<file path="src/rtl/imem_loader.sv">
// Boot loader: assembles big-endian words from a UART byte stream into the
// instruction RAM and releases the CPU once the length/XOR-checksum frame verifies.
module imem_loader #(
  parameter int ADDR_WIDTH = 8
) (
  input  logic                  clk,
  input  logic                  reset,
  input  logic [7:0]            rx_data,
  input  logic                  rx_valid,
  output logic                  wr_en,
  output logic [ADDR_WIDTH-1:0] wr_addr,
  output logic [31:0]           wr_data,
  output logic                  cpu_hold,
  output logic                  load_done,
  output logic                  load_error
);

  typedef enum logic [2:0] {
    S_LEN_HI,
    S_LEN_LO,
    S_DATA,
    S_CSUM,
    S_DONE,
    S_ERR
  } state_e;

  // Word counts are compared in 17 bits so a full 2^ADDR_WIDTH image is representable.
  localparam int          CW        = 17;
  localparam logic [CW-1:0] MAX_WORDS = CW'(1) << ADDR_WIDTH;

  state_e                state_q, state_d;
  logic [15:0]           len_q, len_d;
  logic [ADDR_WIDTH:0]   word_idx_q, word_idx_d;
  logic [1:0]            byte_idx_q, byte_idx_d;
  logic [23:0]           asm_q, asm_d;
  logic [7:0]            xor_q, xor_d;
  logic                  wr_en_q, wr_en_d;
  logic [ADDR_WIDTH-1:0] wr_addr_q, wr_addr_d;
  logic [31:0]           wr_data_q, wr_data_d;
  logic [15:0]           len_new;

  // NOTE: sequential state uses non-blocking assignments so every register
  // samples the pre-edge values of the others, regardless of statement order.
  always_ff @(posedge clk) begin
    if (reset) begin
      state_q    <= S_LEN_HI;
      len_q      <= '0;
      word_idx_q <= '0;
      byte_idx_q <= '0;
      asm_q      <= '0;
      xor_q      <= '0;
      wr_en_q    <= 1'b0;
      wr_addr_q  <= '0;
      wr_data_q  <= '0;
    end else begin
      state_q    <= state_d;
      len_q      <= len_d;
      word_idx_q <= word_idx_d;
      byte_idx_q <= byte_idx_d;
      asm_q      <= asm_d;
      xor_q      <= xor_d;
      wr_en_q    <= wr_en_d;
      wr_addr_q  <= wr_addr_d;
      wr_data_q  <= wr_data_d;
    end
  end

  assign len_new = {len_q[15:8], rx_data};

  always_comb begin
    // NOTE: every variable gets a hold/default value first, so no path through
    // the case can leave one unassigned and infer a latch.
    state_d    = state_q;
    len_d      = len_q;
    word_idx_d = word_idx_q;
    byte_idx_d = byte_idx_q;
    asm_d      = asm_q;
    xor_d      = xor_q;
    wr_en_d    = 1'b0;
    wr_addr_d  = wr_addr_q;
    wr_data_d  = wr_data_q;

    if (rx_valid) begin
      case (state_q)
        S_LEN_HI: begin
          len_d[15:8] = rx_data;
          xor_d       = xor_q ^ rx_data;
          state_d     = S_LEN_LO;
        end
        S_LEN_LO: begin
          len_d = len_new;
          xor_d = xor_q ^ rx_data;
          if ({1'b0, len_new} > MAX_WORDS) state_d = S_ERR;
          else if (len_new == 16'd0)       state_d = S_CSUM;
          else                             state_d = S_DATA;
        end
        S_DATA: begin
          xor_d      = xor_q ^ rx_data;
          asm_d      = {asm_q[15:0], rx_data};
          byte_idx_d = byte_idx_q + 2'd1;
          if (byte_idx_q == 2'd3) begin
            wr_en_d    = 1'b1;
            wr_addr_d  = word_idx_q[ADDR_WIDTH-1:0];
            wr_data_d  = {asm_q, rx_data};
            word_idx_d = word_idx_q + 1'b1;
            if (CW'(word_idx_q) + CW'(1) == {1'b0, len_q}) state_d = S_CSUM;
          end
        end
        S_CSUM: begin
          state_d = (rx_data == xor_q) ? S_DONE : S_ERR;
        end
        default: ;  // S_DONE / S_ERR hold until reset
      endcase
    end
  end

  always_comb begin
    cpu_hold   = (state_q != S_DONE);
    load_done  = (state_q == S_DONE);
    load_error = (state_q == S_ERR);
    wr_en      = wr_en_q;
    wr_addr    = wr_addr_q;
    wr_data    = wr_data_q;
  end

endmodule

</file>
<file path="config.mk">
export PLATFORM = sky130hd
export DESIGN_NAME = imem_loader
export DESIGN_NICKNAME = d
export VERILOG_FILES = /design/src/rtl/imem_loader.sv
export SDC_FILE = /design/constraint.sdc
export NUM_CORES = 1
export LEC_CHECK = 0
export ABC_AREA = 1
export BUFFER_PORTS_ARGS = -buffer_cell sky130_fd_sc_hd__buf_2
export CAP_MARGIN = 20
export CORE_MARGIN = 4
export CORE_UTILIZATION = 53
export DETAILED_ROUTE_END_ITERATION = 6
export PLACE_DENSITY = 0.74
export SYNTH_ARGS = -nofsm -noshare
export SYNTH_HDL_FRONTEND = slang
export SYNTH_SLANG_ARGS = --single-unit
</file>
<file path="constraint.sdc">
create_clock -name clk -period 2.3 [get_ports clk]
set_clock_uncertainty 0.15 [all_clocks]
set_input_delay 0.115 -clock clk [delete_from_list [all_inputs] [get_ports clk]]
set_output_delay 0.115 -clock clk [all_outputs]
set_load 0.05 [all_outputs]
</file>
==> metrics.md <==
| Metric | Value |
|---|---|
| Worst hold path type | primary input to register |
| Worst setup EP type | register |
| Reg2Reg Depth | 12 |
| Dpl ws | 318 ps |
| Die ar. | 9400 um^2 |
| Slew Limit Fails | 0 |
| Antenna cells | 0 |
| Post-Syn Area per Cell | 7.77 um^2 |
| Met2 GRT Util | 0.314 |
| Sequential-to-total area share from yosys stat | 0.492 |
| Total congestion overflow | 0 |
| Min-Delay Path Depth | 2 |
| Met1 Usage GRT | 0.276 |
| Via count | 3610 |
| Postcts setup bufs | 0 |
| Total CTS buffers | 9 |
| Layout area overhead | 16.1% |
| CTS sink count | 103 |
| Detailed Routing Iterations Pass 1 | 5 |
| Die Y | 97.0 um |
| Clk Latency, worst-skew pair | 350 ps |
| Slew at the pin with the worst max-slew slack | 566 ps |
| Leakage | 2.12 nW |
| Max frequency | 499 MHz |
| CTS tree | yes |
| Placer Congestion | 0.804 |
| Final setup vio count | 0 |
| Area share of the leading cell type in the synthesized netlist | 0.492 |
| Layout cells sized above 1 | 0.180 |
| Mapped Area | 4200 um^2 |
| Yosys cell types | 29 |
| Initial Util | 0.543 |
| Vias per inst | 5.14 |
| Largest net degree at the start of global routing | 51 |
| Initial antenna violation count | 0 |
| Synth Register Bits | 103 |
| Critical Path RT | 2410 ps |
| Core Area | 7730 um^2 |
| Crit path setup slack, layout | 294 ps |
| Synth Instances | 540 |
| Layer with the highest usage | met2 |
| Global-route wire length before repair | 15800 um |
| Flop2flop setup slack | 290 ps |
| Slew HR | 0.622 |
| Crit path largest cell delay | 400 ps |
| Wire per inst | 13.1 um |
| H-Tree Depth | 3 |
| Yosys top cell by area | dfxtp_1 |
| IO Port Bufs | 54 |
| Max-cap violations | 0 |
| Max stage delay cell, worst path | dfxtp_1 |
| Reg clk slew, reported paths | 100 ps |
| Nets | 609 |
| Core Util, Final | 0.631 |
| Startpoint types | register |
| CP top delay family | simple AND/OR/NAND/NOR gates |
| CP max FO | 5 |
| # IOs | 55 |
| Die width | 97.0 um |
| Tcrit/Tclk final | 0.872 |
| RR Endpoint | state_q[1]$_SDFFE_PP0P_ |
| Yosys warns | 0 |
| WS Path Type | register to register |
| Met3 Use GR | 0.0433 |
| Cell chain of the critical path | ha_1 -> nand3_1 -> nor2_2 -> nand2_1 -> xor2_1 -> nand2_1 -> nand2_1 -> nand3_2 -> nand2_2 -> nand3_2 -> nand2_1 -> inv_1 |
| Unrepaired setup endpoints after global routing | no |
| Drc violations | 0 |
| PostCTS Resize Cnt | 0 |
| Setup TNS | 0 ps |
| Worst Path Buf+Inv | 1 |
| Number of global-route vias before repair | 3387 |
| Most used cell, CP | nand2_1 |
| Drt total wl | 9180 um |
| Top area cells in the synthesized netlist | dfxtp_1 49%, o21ai_0 9.1%, nor2_1 7.5% |
| Peak supply drop | 0.431 mV |
| PD cells | 749 nW/um^2 |
| Root Driver | clkbuf_8 |
| DRT iter0 DRCs | 192 |
| Worst Hold Launch | reset |
| RR Startpoint | word_idx_q[1]$_SDFFE_PP0P_ |
| Post-CTS Hold Buffers | 8 |
| Status | complete, no violations |
| Fin. Hold Viols | 0 |
| Worst Hold End | state_q[2]$_SDFFE_PP0P_ |
| Commonest non-fill, non-tap cells in the layout | 103 x dfxtp_1, 84 x nor2_1, 76 x o21ai_0 |
| Rows | 32 |
| Post-DP HPWL | 6260 um |
| CTS max path bufs | 2 |
| Syn nets | 553 |
| Fin crit period | 2010 ps |
| GRT Overall Usage | 0.199 |
| Leading cell type in the layout, fill and taps excluded | dfxtp_1 |
| ANT nets after route | 0 |
| CP arrival | 2120 ps |
## cells by family after synthesis
kind of cell / Yosys count / synth area share
adder cells (fa/ha/maj): 2 / 0.00596
buffers and inverters: 79 / 0.0758
AO/OA/AOI/OAI: 142 / 0.185
flip-flops: 103 / 0.492
XOR/XNOR: 13 / 0.0307
AND/OR/NAND/NOR: 201 / 0.211
## through the flow
step	instances	hold slack [ps]	cell area [um^2]	power [W]
final	702	5.26	4870	0.00365
after global routing	702	16.9	4870	0.00382
after CTS	702	2.72	4870	0.00367
after detailed placement	679	312	4560	0.00235
after global placement	679	299	4560	0.00234
after floorplan	540	47.3	4200	0.00225
## worst reg2reg max path, cell delays in order (launching register included)
cell and delay [ps]:
dfxtp_1 400, ha_1 230, nand3_1 140, nor2_2 180, nand2_1 120, xor2_1 190
nand2_1 70, nand2_1 70, nand3_2 80, nand2_2 90, nand3_2 80, nand2_1 70
inv_1 40
## worst max path at each step
stage / startpoint / to / slack [ps] / cells past startpoint
detailed placement: word_idx_q[0]$_SDFFE_PP0P_ / state_q[1]$_SDFFE_PP0P_ / 320 / 12
finish: word_idx_q[1]$_SDFFE_PP0P_ / state_q[1]$_SDFFE_PP0P_ / 290 / 12
floorplan: state_q[2]$_SDFFE_PP0P_ / cpu_hold / 420 / 3
CTS: word_idx_q[1]$_SDFFE_PP0P_ / state_q[1]$_SDFFE_PP0P_ / 290 / 12
global route: word_idx_q[1]$_SDFFE_PP0P_ / state_q[1]$_SDFFE_PP0P_ / 110 / 12
global placement: word_idx_q[0]$_SDFFE_PP0P_ / state_q[1]$_SDFFE_PP0P_ / 400 / 12
## metal layers
metal  wire (um)  share of wire
met1        4460           0.49
met3         465          0.051
met5           0              0
met2        4180           0.46
met4          75         0.0082
## layout make-up
type                    instances  area (um^2)
clock buffers                  10          128
repair buffers                 72          438
fillers                       670         2860
well taps                     102          128
inverters                      52          195
clock inverters                 5          106
flip-flops and latches        103         2060
multi-input cells             358         1820
## registers in the layout, summed over array words and instances (netlist names)
name and count:
wr_addr 8, xor_q 8, state_q 3, wr_data 32, len_q 16, wr_en 1, word_idx_q 9, byte_idx_q 2
asm_q 24
## Yosys cell counts
master	count
a21oi_2	2
inv_2	2
nor2_2	4
buf_6	1
nor3_1	3
a211oi_1	6
nand4_1	5
buf_2	11
o21ai_2	10
o21ai_0	76
nand2_1	60
ha_1	2
nand3_2	3
clkbuf_1	15
xnor2_1	4
inv_1	49
clkinv_1	1
o211ai_1	2
nor2_4	4
xor2_1	8
a21oi_1	44
nand2_2	4
nor2_1	84
dfxtp_1	103
o21ai_1	1
a31oi_1	1
nand3b_1	1
xor3_1	1
nand3_1	33
## where the power goes
group	switching, W	total [W]	internal, W	leakage, nW
Combinational	0.000253	0.000395	0.000143	1.17
Sequential	0.0000599	0.00193	0.00187	0.837
Clock	0.000599	0.00132	0.000722	0.113
(Power assumes the default switching activity.)
